`config.mk`:
```
export PLATFORM = sky130hd
export DESIGN_NAME = spi_master_sequencer
export DESIGN_NICKNAME = d
export VERILOG_FILES = /design/src/rtl/spi_master_sequencer.sv
export SDC_FILE = /design/constraint.sdc
export NUM_CORES = 1
export LEC_CHECK = 0
export ABC_CLOCK_PERIOD_IN_PS = 5300
export BUFFER_PORTS_ARGS = -buffer_cell sky130_fd_sc_hd__buf_2
export CAP_MARGIN = 0
export CORE_AREA = 2 2 130 82
export DETAILED_ROUTE_END_ITERATION = 8
export DIE_AREA = 0 0 132 84
export PLACE_DENSITY = 0.62
export SETUP_SLACK_MARGIN = 0.02
export SLEW_MARGIN = 40
export SYNTH_ARGS = -nofsm -noshare
export SYNTH_HDL_FRONTEND = slang
export SYNTH_SLANG_ARGS = --single-unit
```
`constraint.sdc`:
```
create_clock -name clk_i -period 5.3 [get_ports clk_i]
set_input_delay 1.325 -clock clk_i [delete_from_list [all_inputs] [get_ports clk_i]]
set_output_delay 1.325 -clock clk_i [all_outputs]
set_load 0.005 [all_outputs]
```
`src/rtl/spi_master_sequencer.sv`:
```
// rtl/spi_master_sequencer.sv - byte-stream sequencer feeding an SPI master through TX/RX FIFOs
//
// Purpose: buffers host bytes in a TX FIFO, launches one master transfer per
// byte, watches the master chip-select for completion and stores the received
// byte in an RX FIFO.
//
// Ports:
//   clk_i, reset_i      shared clock, asynchronous active-high reset
//   wr_en_i, wr_data_i  host push into the TX FIFO; tx_full_o when DEPTH entries held
//   rd_en_i, rd_data_o  host pop from the RX FIFO (first-word fall-through, 0 when empty)
//   rx_empty_o          RX FIFO holds no entries
//   busy_o              sequencer is not idle
//   start_o             one-cycle launch pulse to the master
//   master_din_o        byte to the master, held from launch until the next launch
//   cs_i                master chip-select (active low)
//   master_dout_i       byte received by the master, valid once cs_i returns high
//   clr_flags_i         clears both sticky flags (a simultaneous set wins)
//   tx_overflow_o       sticky: push attempted while the TX FIFO was full
//   err_timeout_o       sticky: cs_i did not fall within CS_TIMEOUT cycles of launch
module spi_master_sequencer #(
  parameter int DEPTH      = 4,
  parameter int CS_TIMEOUT = 16
) (
  input  logic       clk_i,
  input  logic       reset_i,
  input  logic       wr_en_i,
  input  logic [7:0] wr_data_i,
  output logic       tx_full_o,
  input  logic       rd_en_i,
  output logic [7:0] rd_data_o,
  output logic       rx_empty_o,
  output logic       busy_o,
  output logic       start_o,
  output logic [7:0] master_din_o,
  input  logic       cs_i,
  input  logic [7:0] master_dout_i,
  input  logic       clr_flags_i,
  output logic       tx_overflow_o,
  output logic       err_timeout_o
);

  localparam int AW   = $clog2(DEPTH);
  localparam int CNTW = AW + 1;
  localparam int TW   = $clog2(CS_TIMEOUT + 1);

  localparam logic [CNTW-1:0] FULL_CNT    = CNTW'(DEPTH);
  localparam logic [TW-1:0]   TIMEOUT_CNT = TW'(CS_TIMEOUT);

  typedef enum logic [2:0] {
    S_IDLE,
    S_LAUNCH,
    S_WAIT_LOW,
    S_WAIT_HIGH,
    S_CAPTURE
  } state_e;

  state_e          state_q, state_d;
  logic [TW-1:0]   tmo_cnt_q, tmo_cnt_d;
  logic            cs_q;
  logic            start_q, start_d;
  logic            busy_q, busy_d;
  logic [7:0]      din_q, din_d;
  logic            ovf_q, ovf_d;
  logic            tmo_err_q, tmo_err_d;
  logic            tmo_hit;

  // ---------------------------------------------------------------- TX FIFO
  logic [7:0]      tx_mem_q [DEPTH];
  logic [AW-1:0]   tx_wr_ptr_q, tx_rd_ptr_q;
  logic [CNTW-1:0] tx_count_q;
  logic            tx_push, tx_pop;

  assign tx_full_o = (tx_count_q == FULL_CNT);
  // Full flag is the registered count, so a push in the cycle a slot frees is still dropped.
  assign tx_push   = wr_en_i && !tx_full_o;
  assign tx_pop    = (state_q == S_LAUNCH);

  always_ff @(posedge clk_i or posedge reset_i) begin
    if (reset_i) begin
      tx_wr_ptr_q <= '0;
      tx_rd_ptr_q <= '0;
      tx_count_q  <= '0;
    end else begin
      if (tx_push) tx_wr_ptr_q <= tx_wr_ptr_q + AW'(1);
      if (tx_pop)  tx_rd_ptr_q <= tx_rd_ptr_q + AW'(1);
      case ({tx_push, tx_pop})
        2'b10:   tx_count_q <= tx_count_q + CNTW'(1);
        2'b01:   tx_count_q <= tx_count_q - CNTW'(1);
        default: tx_count_q <= tx_count_q;
      endcase
    end
  end

  always_ff @(posedge clk_i) begin
    if (tx_push) tx_mem_q[tx_wr_ptr_q] <= wr_data_i;
  end

  // ---------------------------------------------------------------- RX FIFO
  logic [7:0]      rx_mem_q [DEPTH];
  logic [AW-1:0]   rx_wr_ptr_q, rx_rd_ptr_q;
  logic [CNTW-1:0] rx_count_q;
  logic            rx_push, rx_pop;

  assign rx_empty_o = (rx_count_q == '0);
  assign rd_data_o  = rx_empty_o ? 8'h00 : rx_mem_q[rx_rd_ptr_q];
  // Space is reserved before launch, so a capture never finds the RX FIFO full.
  assign rx_push    = (state_q == S_CAPTURE);
  assign rx_pop     = rd_en_i && !rx_empty_o;

  always_ff @(posedge clk_i or posedge reset_i) begin
    if (reset_i) begin
      rx_wr_ptr_q <= '0;
      rx_rd_ptr_q <= '0;
      rx_count_q  <= '0;
    end else begin
      if (rx_push) rx_wr_ptr_q <= rx_wr_ptr_q + AW'(1);
      if (rx_pop)  rx_rd_ptr_q <= rx_rd_ptr_q + AW'(1);
      case ({rx_push, rx_pop})
        2'b10:   rx_count_q <= rx_count_q + CNTW'(1);
        2'b01:   rx_count_q <= rx_count_q - CNTW'(1);
        default: rx_count_q <= rx_count_q;
      endcase
    end
  end

  always_ff @(posedge clk_i) begin
    if (rx_push) rx_mem_q[rx_wr_ptr_q] <= master_dout_i;
  end

  // ---------------------------------------------------------------- sequencer
  always_comb begin
    state_d   = state_q;
    tmo_cnt_d = tmo_cnt_q;
    din_d     = din_q;
    tmo_hit   = 1'b0;

    case (state_q)
      S_IDLE: begin
        if ((tx_count_q != '0) && (rx_count_q < FULL_CNT)) begin
          state_d = S_LAUNCH;
          // Loaded on entry so the byte is already on master_din while start is high.
          din_d   = tx_mem_q[tx_rd_ptr_q];
        end
      end
      S_LAUNCH: begin
        tmo_cnt_d = '0;
        state_d   = S_WAIT_LOW;
      end
      S_WAIT_LOW: begin
        if (!cs_q) begin
          state_d = S_WAIT_HIGH;
        end else begin
          tmo_cnt_d = tmo_cnt_q + TW'(1);
          if (tmo_cnt_d == TIMEOUT_CNT) begin
            tmo_hit = 1'b1;
            state_d = S_IDLE;
          end
        end
      end
      S_WAIT_HIGH: begin
        if (cs_q) state_d = S_CAPTURE;
      end
      S_CAPTURE: begin
        state_d = S_IDLE;
      end
      default: begin
        state_d = S_IDLE;
      end
    endcase

    start_d   = (state_d == S_LAUNCH);
    busy_d    = (state_d != S_IDLE);
    ovf_d     = (ovf_q && !clr_flags_i) || (wr_en_i && tx_full_o);
    tmo_err_d = (tmo_err_q && !clr_flags_i) || tmo_hit;
  end

  always_ff @(posedge clk_i or posedge reset_i) begin
    if (reset_i) begin
      state_q   <= S_IDLE;
      tmo_cnt_q <= '0;
      cs_q      <= 1'b1;
      start_q   <= 1'b0;
      busy_q    <= 1'b0;
      din_q     <= 8'h00;
      ovf_q     <= 1'b0;
      tmo_err_q <= 1'b0;
    end else begin
      state_q   <= state_d;
      tmo_cnt_q <= tmo_cnt_d;
      cs_q      <= cs_i;
      start_q   <= start_d;
      busy_q    <= busy_d;
      din_q     <= din_d;
      ovf_q     <= ovf_d;
      tmo_err_q <= tmo_err_d;
    end
  end

  assign start_o       = start_q;
  assign busy_o        = busy_q;
  assign master_din_o  = din_q;
  assign tx_overflow_o = ovf_q;
  assign err_timeout_o = tmo_err_q;

endmodule

```
### Yosys cells after proc, flatten, opt, wreduce, memory -nomap -nowiden

Memories as Yosys holds them, arrays and structs flattened. A register that Yosys moved wholly into a read port is not among the register bits.
Index checks and enable logic that the tools add are counted.

| word-level totals | value |
|---|---|
| input port bits | 22 |
| memories | 2 |
| RAM bits | 64 |
| logic and storage cells | 74 |
| output and inout port bits | 22 |
| register bits | 27 |

| cells by class | value |
|---|---|
| order comparisons | 1 |
| muxes and demuxes | 17 |
| equality and inequality tests | 12 |
| reduce and logical (&&, ||, !) cells | 20 |
| add/sub/neg operators | 9 |

Memory list:

| name | depth | width | rd ports | clocked after Yosys merged registers in | wr ports | RTL line | RTL |
|---|---|---|---|---|---|---|---|
| rx_mem_q | 4 | 8 | 1 | 0 | 1 | 99 | `logic [7:0] rx_mem_q [DEPTH];` |
| tx_mem_q | 4 | 8 | 1 | 1 | 1 | 68 | `logic [7:0] tx_mem_q [DEPTH];` |

Operators with widths:

| operator | count |
|---|---|
| $mux 3 | 4 |
| $pmux 3 s2 | 2 |
| $pmux 3 s4 | 1 |
| $pmux 5 s2 | 1 |
| $add 2x1->2 const B | 4 |
| $mux 8 | 1 |
| $mux 1 | 7 |
| $add 3x1->3 const B | 2 |
| $eq 3x1->1 const B | 2 |
| $eq 3x2->1 const B | 2 |
| $eq 3x3->1 const B | 2 |
| $logic_and 1x1->1 | 6 |
| $logic_not 3->1 | 2 |
| $reduce_bool 2->1 | 3 |
| $reduce_bool 3->1 | 2 |
| $sub 3x1->3 const B | 2 |
| $add 5x1->5 const B | 1 |
| $eq 5x5->1 const B | 1 |
| $mux 5 | 1 |
| $eq 2x1->1 const B | 2 |
| $eq 2x2->1 const B | 2 |
| $reduce_and 2->1 | 2 |
| $logic_not 1->1 | 3 |
| $lt 3x3->1 const B | 1 |
| other kinds (2) | 3 |

### Longest topological paths before layout

Gate-level depths: netlist of run 1.

| logic depth | value |
|---|---|
| word-level depth | 6 |
| mapped depth | 10 |
| mapped depth without buffers | 10 |

### Worst setup path after synthesis of run 1

OpenSTA, ideal clock, no wires.

| timing path | value |
|---|---|
| path type | in2reg |
| start point | in wr_en_i |
| end point | reg tx_count_q[2] |
| setup time | 0.079 ns |
| required time | 5.221 ns |
| data arrival time | 2.506 ns |
| setup slack | 2.715 ns |
| buffers on the path | 0 |
| stages on the path | 8 |
| cell sequence | nor2b_2 -> inv_1 -> ha_1 -> inv_1 -> fa_1 -> xor2_1 -> nor2_1 -> xor2_1 |

| on the way | value |
|---|---|
| word-level cells in the longest chain between the ends | 3 |
| elaborated cells on any way between the ends | 5 |
| those cells by class | 2 x eq/ne; 1 x mux; 2 x reduce/logical |

RTL lines:

| element | RTL line | RTL |
|---|---|---|
| start, declared | 26 | `input logic wr_en_i,` |
| $logic_and 1x1->1 (*) | 75 | `assign tx_push = wr_en_i && !tx_full_o;` |
| $eq 2x1->1 or $eq 2x2->1 (tied branches) | 86 | `case ({tx_push, tx_pop})` |
| $pmux 3 s2 or $reduce_bool 2->1 (tied branches) | - |  |
| end signal, assigned | 87 | `2'b10: tx_count_q <= tx_count_q + CNTW'(1);` |
| end signal, assigned | 88 | `2'b01: tx_count_q <= tx_count_q - CNTW'(1);` |
| end signal, assigned | 89 | `default: tx_count_q <= tx_count_q;` |
| end, declared | 70 | `logic [CNTW-1:0] tx_count_q;` |

Every way passes the cells marked *; elsewhere a longest branch is shown, timed or not.
A chain may end at the register's enable or synchronous reset.

### Final worst setup path of run 1

| timing path | value |
|---|---|
| start point | reg rx_rd_ptr_q[0] |
| end point | out rd_data_o[0] |

| on the way | value |
|---|---|
| word-level cells in the longest chain between the ends | 2 |

RTL lines:

| element | RTL line | RTL |
|---|---|---|
| start, declared | 100 | `logic [AW-1:0] rx_wr_ptr_q, rx_rd_ptr_q;` |
| start signal, assigned | 117 | `if (rx_pop) rx_rd_ptr_q <= rx_rd_ptr_q + AW'(1);` |
| $mem_v2 4x8 | - |  |
| $mux 8 | 105 | `assign rd_data_o = rx_empty_o ? 8'h00 : rx_mem_q[rx_rd_ptr_q];` |
| end, declared | 30 | `output logic [7:0] rd_data_o,` |

Every way passes these cells.

==> results of run 1 <==
[area by class of cell]
cell class	count	share of cell area (%)
well taps	139	3.623
inverters	15	1.173
flip-flops and latches	99	58.30
multi-input cells	118	26.09
repair buffers	45	4.795
clock inverters	5	0.9643
clock buffers	11	5.056
[metrics by stage]
stage	util [%]	setup slack [ns]
after detailed placement	44.89	2.395
after CTS	47.77	2.013
after global placement	44.82	2.428
after floorplan	-	2.715
final	47.77	2.066
after global routing	47.77	1.905
[power groups by stage]
| stage | combinational (mW) | sequential (mW) | clock (mW) |
|---|---|---|---|
| CTS | 0.732 | 1.20 | 0.641 |
| detailed placement | 0.731 | 1.21 | 0 |
| global route | 0.803 | 1.23 | 0.671 |
| floorplan | 0.617 | 1.12 | 0 |
| finish | 0.716 | 1.20 | 0.622 |
| global placement | 0.711 | 1.21 | 0 |
[flip-flops by register name, summed over array words and instances (netlist names), 3 cells and up]
name	count
rx_count_q	3
rx_mem_q	32
state_q	3
master_din_o	8
tx_mem_q	32
tx_count_q	3
tmo_cnt_q	5
[final timing paths]
| path | from | end | slack [ns] | cells past startpoint |
|---|---|---|---|---|
| worst max-delay path | rx_rd_ptr_q[0]$_DFFE_PP0P_ | rd_data_o[0] | 2.07 | 3 |
| worst min-delay path | tx_count_q[2]$_DFFE_PP0P_ | tx_count_q[2]$_DFFE_PP0P_ | 0.49 | 1 |
| worst max register to register | state_q[0]$_DFF_PP0_ | tx_count_q[2]$_DFFE_PP0P_ | 3.19 | 7 |
| worst min register to register | tx_count_q[2]$_DFFE_PP0P_ | tx_count_q[2]$_DFFE_PP0P_ | 0.49 | 1 |
| max in group asynchronous | reset_i | cs_q$_DFF_PP1_ | 3.87 | 3 |
| min in group asynchronous | reset_i | master_din_o[1]$_DFFE_PP0P_ | 1.07 | 3 |
[metal layers]
layer,wire (um),up-vias
met5,0,-
met4,82,0
met3,277,6
met2,2981,29
met1,3248,1038
li1,-,977
[critical path, cell delays in order, from the launching register on]
cell	delay [ns]
dfrtp_1	0.72
mux4_2	0.56
nor2b_1	0.14
buf_2	0.14
[logic make-up after synthesis]
kind of cell    count (synthesis)  synth area share, %
xor+xnor                       14                2.952
flops                          99                67.38
fa+ha+maj                      13                4.277
mux                            27                12.23
buf+inv                        21                2.470
compound gates                 12                1.928
simple gates                   52                8.766
[cell usage in the layout, fill, tap and decap left out, types with 2 or more instances in the layout]
cell type | Yosys | routed
nor2_1 | 7 | 7
edfxtp_1 | 64 | 64
xor2_1 | 7 | 7
dfrtp_1 | 34 | 34
clkinv_4 | 0 | 3
nor2b_2 | 2 | 2
mux2_4 | 7 | 7
buf_4 | 0 | 2
nand3_1 | 4 | 4
mux4_2 | 16 | 16
buf_2 | 1 | 43
a22o_1 | 3 | 3
nand2_1 | 5 | 5
mux2i_1 | 2 | 2
inv_1 | 15 | 15
clkbuf_16 | 0 | 9
nor2b_1 | 10 | 10
fa_1 | 2 | 2
ha_1 | 11 | 11
and2_1 | 5 | 5
o21ai_0 | 2 | 2
a21oi_1 | 3 | 3
and3_2 | 5 | 5
mux2_2 | 2 | 2
xnor2_1 | 7 | 7
==> impl_results.md, run 1 <==
- Synth-to-Final Area Change: 15.57%
- GR Util All Layers: between 10% and 20%
- Top Usage Layer GRT: met1
- Starting Density: between 40% and 50%
- Pin count of the biggest net entering global routing: 36
- GR Overflow Total: 0
- Worst Skew: between 0.007 and 0.008 ns
- Crit path kind: flip-flop to output pin
- Port bufs: 43
- Crit-path max FO: 10
- FF/Latch Area: around 0.0028 mm2
- Initial antenna violation count: 0
- RSZ-0062 raised after global routing: no
- Setup-failing EPs final: 0
- Power Total: 2.535 mW
- Detail Placement HPWL: around 4600 um
- Worst EP arrival: 1.91 ns
- Vias per cell: 4.745
- Post-synth top area share: 46.27%
- Int Power: 1.762 mW
- Clock power frac: roughly a quarter
- ANT nets after route: 0
- Final Cell Area: between 0.004 and 0.005 mm2
- ANT cells: 0
- Critical Path RT: 3.97 ns
- Synth cell types: 43
- Syn Std Cell Area: 0.004154 mm2
- Placed cells: 416
- Remaining DRCs: 0
- Pwr/cell area: 528.0 mW/mm2
- Seq/Total Area, Yosys: 67.38%
- Die Span Y: 84 um
- Tmin final: approximately 3.2 ns
- DR WL/cell: 15.25 um
- Gpl congestion: 0.7258
- Clock Path Buffers: 2
- Startpoint Class: flip-flop
- Detailed Routing Iterations Pass 1: 4
- H-tree depth: 3
- Fill cells: 873
- Max Fclk: 309.2 MHz
- Switching part of the total power: between 30 and 40%
- Final Max Slew Viols: 0
- CTS tree: done
- Combinational Power Share: between 20% and 30%
- Number of synthesized flops with an enable pin: 64
- Footprint of the multi-input gates: 0.001252 mm2
- Final hold violation count: 0
- Skew-Pair Late Insertion Delay: 0.35 ns
- Total setup buffers inserted after CTS: 0
- Met1 global-route usage: between 10% and 20%
- Synth top cells by count: edfxtp_1, dfrtp_1, mux4_2
- Clock slew at reported path FFs: about 0.07 ns
- Global Route met2 Usage: between 10% and 20%
- Post-synth ARST share: ~35%
- Number of global-route vias before repair: 2082
- Syn_area_per_cell: 17.45 um2
- Final period util: about three fifths
- Peak supply drop: 0.1921 mV
- Sequential Power Share: 47.2%
- DP Area: between 0.004 and 0.005 mm2
- Max cap viols: 0
- Die Wd: 132 um
- Synth Warn #: 0
- Most common cell in the netlist: edfxtp_1
- Syn Inst Count: between 200 and 250
- Synthesis-stage register bit count: 99
- Slew Limit Headroom: 59.63%
- Fin Setup TNS: 0 ns
- Iter 0 DRT Violations: 179
- Clock root buffer master: clkbuf_16
- Switch Pwr: 0.7726 mW
- Layout cells sized above 1: 34.81%
- Ports: 44
- Hold slack: 0.4922 ns
- Area leader, netlist: edfxtp_1
- Final wirelength: 6590 um
- Via count: 2050
- Die Footprint: 0.01109 mm2
- Post-CTS sizing: 0
- Non-filler cells, final: 432
- Final net count: about 320
- P_leak: 1.881 nW
- Met3 Resource Use GR: under 10%
- CP Capture Type: output pin
- CTS sink cnt: 99
- Cts hold-fix bufs: 0
- Rows: 29
- Largest cells by area after synthesis: edfxtp_1, dfrtp_1, mux4_2
- First-pass GRT wire length: 11140 um
- Hold Crit Class: flip-flop to flip-flop
- Num CTS Buffers: 9
- Core area: between 0.01 and 0.015 mm2
- Status: complete, no violations
- Syn Nets: 273
- Worst Tran Pin Value: 0.6056 ns
- Primary FF master, synth: edfxtp_1
Power figures use the tool's default switching activity.
==> run 2, diff against run 1 <==
- ABC_CLOCK_PERIOD_IN_PS: 5300 -> 3050
- clock period: 5.3 -> 3.05 ns (I/O delays scaled with it)
==> run 2 against run 1 <==
  * Final cell count rose by 0.46%
  * Largest power group unchanged
  * Global-route usage fell by 0.49 points
  * Wire length fell by 0.52%
  * Total power rose by 77%
  * Sequential cell count did not move
  * Sequential share of layout area fell by 0.47 points
  * First-iteration DRC count fell by 11%
==> impl_results.md, run 2 (synthesis gave the netlist of run 1 again) <==
- Final net count: approximately 330
- Hold Crit Depth: 1
- GR Overflow Total: 0
- Number of global-route vias before repair: 2118
- Startpoint Class: flip-flop
- Starting Density: 41.33%
- Clock slew at reported path FFs: 0.07 ns
- Peak supply drop: 0.3684 mV
- Int Power: about 3.1 mW
- Remaining DRCs: 0
- CTS tree: done
- Clock root buffer master: clkbuf_16
- Clock Path Buffers: 2
- Layout cells sized above 1: 35.59%
- Crit-path max cell delay: about 0.71 ns
- Setup-failing EPs final: 0
- Post-CTS sizing: 0
- GR Util All Layers: 12.97%
- Skew-Pair Late Insertion Delay: 0.34 ns
- Fin Setup TNS: 0 ns
- Tmin final: 2.653 ns
- Switching part of the total power: 30.10%
- Cts hold-fix bufs: 0
- First-pass GRT wire length: around 11000 um
- Final hold violation count: 0
- Non-filler cells, final: 434
- Core area: 0.01005 mm2
- Max cap viols: 0
- RSZ-0062 raised after global routing: no
- Combinational Power Share: about 28%
- Crit path kind: flip-flop to output pin
- Pwr/cell area: just over 900 mW/mm2
- Pin count of the biggest net entering global routing: 36
- Placed cells: between 400 and 500
- Num CTS Buffers: 9
- CP Capture Type: output pin
- Gpl congestion: 0.7233
- Sequential Power Share: 46.2%
- Rows: 29
- Hold Crit Class: flip-flop to flip-flop
- Final wirelength: 6556 um
- Critical Path RT: approximately 2.3 ns
- Die Span Y: 84 um
- Synth-to-Final Area Change: 16.51%
- CTS sink cnt: 99
- Reg2Reg Depth: 8
- Clock power frac: 25.5%
- P_leak: 1.900 nW
- Iter 0 DRT Violations: between 150 and 200
- Worst Skew: a little over 0.009 ns
- Critical-path top delay cell: dfrtp_1
- Commonest non-fill, non-tap cell in the layout: edfxtp_1
- Vias per cell: 4.689
- H-tree depth: 3
- Final period util: 86.97%
- ANT cells: 0
- Slew Limit Headroom: ~60%
- Die Footprint: 0.01109 mm2
- Crit-path max FO: 10
- ANT nets after route: 0
- Status: complete, no violations
- CP Cell Sequence: mux4_2 > nor2b_1 > buf_2
- Detail Placement HPWL: 4566 um
- Worst Tran Pin Value: 0.5954 ns
- Worst EP arrival: roughly 1.9 ns
- Switch Pwr: 1.352 mW
- DR WL/cell: 15.11 um
- Most frequent cells in the layout: edfxtp_1, buf_2, dfrtp_1
- Max Fclk: 377.0 MHz
- Port bufs: 43
- Detailed Routing Iterations Pass 1: 6
- Total setup buffers inserted after CTS: 0
- Final Max Slew Viols: 0
- Via count: 2035
- Ports: 44
- Die Wd: 132 um
- Initial antenna violation count: 0
## run 2: changes by cell type in the layout (fill, tap and decap cells not counted), sizes merged
| cell | before | now |
|---|---|---|
| clkinvlp | 0 | 1 |
| buf | 45 | 47 |
| bufinv | 0 | 1 |
| clkbuf | 11 | 9 |
## run 2: critical path, delay by kind of cell, from the launching register on
family                 cells  cell delay (ns)
buffers and inverters      1             0.14
and+or+nand+nor            1             0.14
muxes                      1             0.57
DFF                        1             0.71
## run 2: worst paths after layout
| path | start | to | slack (ns) |
|---|---|---|---|
| min | tx_count_q[2]$_DFFE_PP0P_ | tx_count_q[2]$_DFFE_PP0P_ | 0.50 |
| max reg2reg | rx_count_q[2]$_DFFE_PP0P_ | rx_count_q[2]$_DFFE_PP0P_ | 1.01 |
| max in group asynchronous | reset_i | cs_q$_DFF_PP1_ | 2.15 |
| min in group asynchronous | reset_i | master_din_o[7]$_DFFE_PP0P_ | 0.53 |
| min reg2reg | tx_count_q[2]$_DFFE_PP0P_ | tx_count_q[2]$_DFFE_PP0P_ | 0.50 |
| max | rx_rd_ptr_q[0]$_DFFE_PP0P_ | rd_data_o[6] | 0.40 |
## run 2: metal layers
| metal | wire length [um] | vias to the layer above | global-route usage [%] |
|---|---|---|---|
| li1 | - | 982 | - |
| met4 | 40 | 0 | 3.557 |
| met1 | 3324 | 1021 | 18.26 |
| met5 | 0 | - | 0 |
| met2 | 2941 | 28 | 19.08 |
| met3 | 249 | 4 | 4.675 |
## run 2: area by class of cell
class | instances | area, um2
Clock inverter | 7 | 87.58
Inverter | 15 | 56.30
Fill cell | 873 | 5211
Multi-Input combinational cell | 118 | 1252
Sequential cell | 99 | 2799
Timing Repair Buffer | 47 | 245.2
Tap cell | 139 | 173.9
Clock buffer | 9 | 225.2
## run 2: per-stage QoR
stage / util (%) / hold slack (ns) / setup slack (ns) / power, mW / cell area [um2]
floorplan: - / 0.4570 / 1.028 / 3.019 / 4154
global placement: 44.96 / 0.4829 / 0.7414 / 3.352 / 4519
detailed placement: 44.96 / 0.4917 / 0.7096 / 3.397 / 4519
CTS: 48.08 / 0.5010 / 0.3382 / 4.559 / 4832
global route: 48.15 / 0.5050 / 0.2375 / 4.802 / 4840
finish: 48.15 / 0.5020 / 0.3975 / 4.490 / 4840
## run 2: power by group through the flow
stage / registers, mW / logic [mW] / clock network (mW)
2_1_floorplan: 1.95 / 1.07 / 0
4_1_cts: 2.08 / 1.29 / 1.18
6_report: 2.08 / 1.27 / 1.15
5_1_grt: 2.13 / 1.43 / 1.24
3_3_place_gp: 2.10 / 1.25 / 0
3_5_place_dp: 2.11 / 1.29 / 0
==> run 3, diff against run 2 <==
- ABC_AREA: not set -> 1
- CORE_AREA: 2 2 130 82 -> 2 2 131 82
- DIE_AREA: 0 0 132 84 -> 0 0 133 84
==> run 3 against run 2 <==
  * Count of clock-buffer cells in the layout rose by 4
  * Register-to-register slack barely moved
  * Hold slack got worse by 0.074 ns
  * Total power rose by 4.0%
  * Critical path type unchanged
==> impl_results.md, run 3 <==
- Largest cells by area after synthesis: edfxtp_1, dfrtp_1, nor2_1
- Syn_area_per_cell: 11.48 um2
- Critical path buffers and inverters: 2
- Crit path kind: flip-flop to output pin
- Final wirelength: around 8300 um
- Clock slew at reported path FFs: 0.06 ns
- DR WL/cell: between 10 and 15 um
- Final Max Slew Viols: 0
- Total setup buffers inserted after CTS: 0
- Fin worst setup slack: 0.5789 ns
- Post-CTS sizing: 0
- Die Span Y: 84 um
- Crit path max-delay family: flip-flops
- Num CTS Buffers: 9
- Reg2Reg Depth: 6
- P_leak: 2.044 nW
- Commonest non-fill, non-tap cell in the layout: nor2_1
- Clock Path Buffers: 2
- Final core occ: 48.26%
- Final net count: 452
- Final period util: ~80%
- Synth cell types: 30
- Footprint of the multi-input gates: roughly 0.0012 mm2
- Synth-to-Final Area Change: 16.57%
- Via count: around 2700
- Final Cell Area: 0.004886 mm2
- Hold Crit Class: input port to asynchronous set/reset pin
- RR Endpoint: rx_count_q[1]$_DFFE_PP0P_
- Synth top cells by count: nor2_1, edfxtp_1, nand2_1
- Core area: 0.01012 mm2
- Reg-to-reg startpoint: rx_count_q[2]$_DFFE_PP0P_
- Primary FF master, synth: edfxtp_1
- CP Capture Type: output pin
- Most common cell in the netlist: nor2_1
- Starting Density: about two fifths
- GR Overflow Total: 0
- Fin Setup TNS: 0 ns
- Peak supply drop: about 0.34 mV
- Vias per cell: 4.795
- Startpoint Class: flip-flop
- Max cap viols: 0
- Rows: 29
- Syn Std Cell Area: 0.004192 mm2
- CTS sink cnt: between 90 and 100
- Seq/Total Area, Yosys: around two thirds
- Port bufs: 43
- Number of synthesized flops with an enable pin: 64
- DP Area: ~0.0046 mm2
- Syn Inst Count: 365
- Critical-path top delay cell: dfrtp_1
- Pwr/cell area: approximately 960 mW/mm2
- Max Fclk: 404.7 MHz
- Skew-Pair Late Insertion Delay: 0.34 ns
- Post-synth top area share: 45.85%
- Most frequent cells in the layout: nor2_1, edfxtp_1, nand2_1
- Placed cells: roughly 550
- Die Footprint: about 0.011 mm2
- First-pass GRT wire length: around 13000 um
- Critical Path RT: 2.29 ns
- Power Total: 4.671 mW
- Hold slack: 0.4276 ns
- Worst EP arrival: 1.71 ns
- Synth Warn #: 0
- Crit-path max cell delay: 0.60 ns
- Ports: 44
- ANT cells: 0
- Clock root buffer master: clkbuf_16
- FF/Latch Area: 0.002799 mm2
- Worst Skew: between 0.005 and 0.006 ns
- Pre-CTS WS: 0.7493 ns
- ANT nets after route: 0
- Crit-path max FO: 12
- Iter 0 DRT Violations: around 210
- Most common cell on crit path: nor2_1
- Worst setup path start: rx_rd_ptr_q[0]$_DFFE_PP0P_
- R2r setup slk: 1.01 ns
- Final hold violation count: 0
- Number of global-route vias before repair: 2596
- Post-synth ARST share: 35.35%
- Die Wd: ~130 um
- Detailed Routing Iterations Pass 1: 4
- Layout cells sized above 1: 19.91%
- Gpl congestion: 0.7906
- H-tree depth: 3
- Area leader, netlist: edfxtp_1
- Non-filler cells, final: 561
- Pin count of the biggest net entering global routing: 23
- Initial antenna violation count: 0
- GR Util All Layers: 15.98%
- Fill cells: 875
- Slew Limit Headroom: 44.26%
- Setup-failing EPs final: 0
- CP Cell Sequence: buf_4 > nor2_1 > nor2_1 > o21ai_0 > a21oi_1 > buf_2
- Syn Nets: 400
- Status: complete, no violations
- Worst Tran Pin Value: between 0.8 and 0.9 ns
- Detail Placement HPWL: 5722 um
- RSZ-0062 raised after global routing: no
- CTS tree: done
- Remaining DRCs: 0
- Synthesis-stage register bit count: slightly below 100
- Cts hold-fix bufs: 0
- Tmin final: about 2.5 ns
[run 3: cell count changes in the layout (fill, tap and decap cells not counted), moves of 7 or more]
| cell | before | now |
|---|---|---|
| mux2_4 | 7 | 0 |
| o21ai_0 | 2 | 20 |
| nand2_1 | 5 | 45 |
| nor2_1 | 7 | 68 |
| nor2b_1 | 10 | 0 |
| o21a_1 | 0 | 7 |
| nand3_1 | 4 | 13 |
| o21ai_1 | 0 | 21 |
| inv_2 | 0 | 9 |
| inv_1 | 15 | 24 |
| mux4_2 | 16 | 0 |
| a21oi_1 | 3 | 12 |
[run 3: metal layers]
layer | up-vias | global-route usage, % | wire, um
li1 | 1326 | - | -
met1 | 1298 | 22.97 | 4058
met2 | 55 | 22.85 | 3619
met3 | 11 | 5.464 | 466
met4 | 0 | 4.985 | 108
met5 | - | 0 | 0
[run 3: area by class of cell]
| type | count | area share (%) |
|---|---|---|
| Tap cell | 139 | 3.560 |
| Inverter | 34 | 2.663 |
| Timing Repair Buffer | 50 | 5.480 |
| Multi-Input combinational cell | 223 | 24.79 |
| Sequential cell | 99 | 57.29 |
| Clock inverter | 3 | 1.306 |
| Clock buffer | 13 | 4.917 |
[run 3: where the power goes]
part           internal [mW]  switching (mW)
registers               1.73           0.302
logic                  0.597           0.871
clock network          0.717           0.450
total                   3.05            1.62
[run 3: kinds of logic (layout without fill, tap and decap cells)]
kind of cell	after synthesis	in the layout	synth area share [%]
buffers and inverters	43	100	4.448
AOI/OAI and AO/OA	63	63	8.239
adders and majority gates	13	13	4.239
xor gates and xnor gates	9	9	2.060
and+or+nand+nor	138	138	14.24
DFF	99	99	66.78
[run 3: worst register-to-register path, stage by stage, from the launching register on]
cell and delay (ns):
dfrtp_1 0.44, nor3_4 0.52, nor2_4 0.10, ha_1 0.22
inv_1 0.11, fa_1 0.42, o21ai_0 0.16
[run 3: how the worst max path moves through the flow]
stage | slack [ns] | depth (start not counted) | end
after floorplan | 1.03 | 7 | tx_count_q[2]$_DFFE_PP0P_
after global placement | 0.81 | 8 | tx_count_q[2]$_DFFE_PP0P_
after detailed placement | 0.75 | 8 | tx_count_q[2]$_DFFE_PP0P_
after CTS | 0.58 | 6 | rd_data_o[2]
after global routing | 0.39 | 6 | rd_data_o[2]
final | 0.58 | 6 | rd_data_o[3]
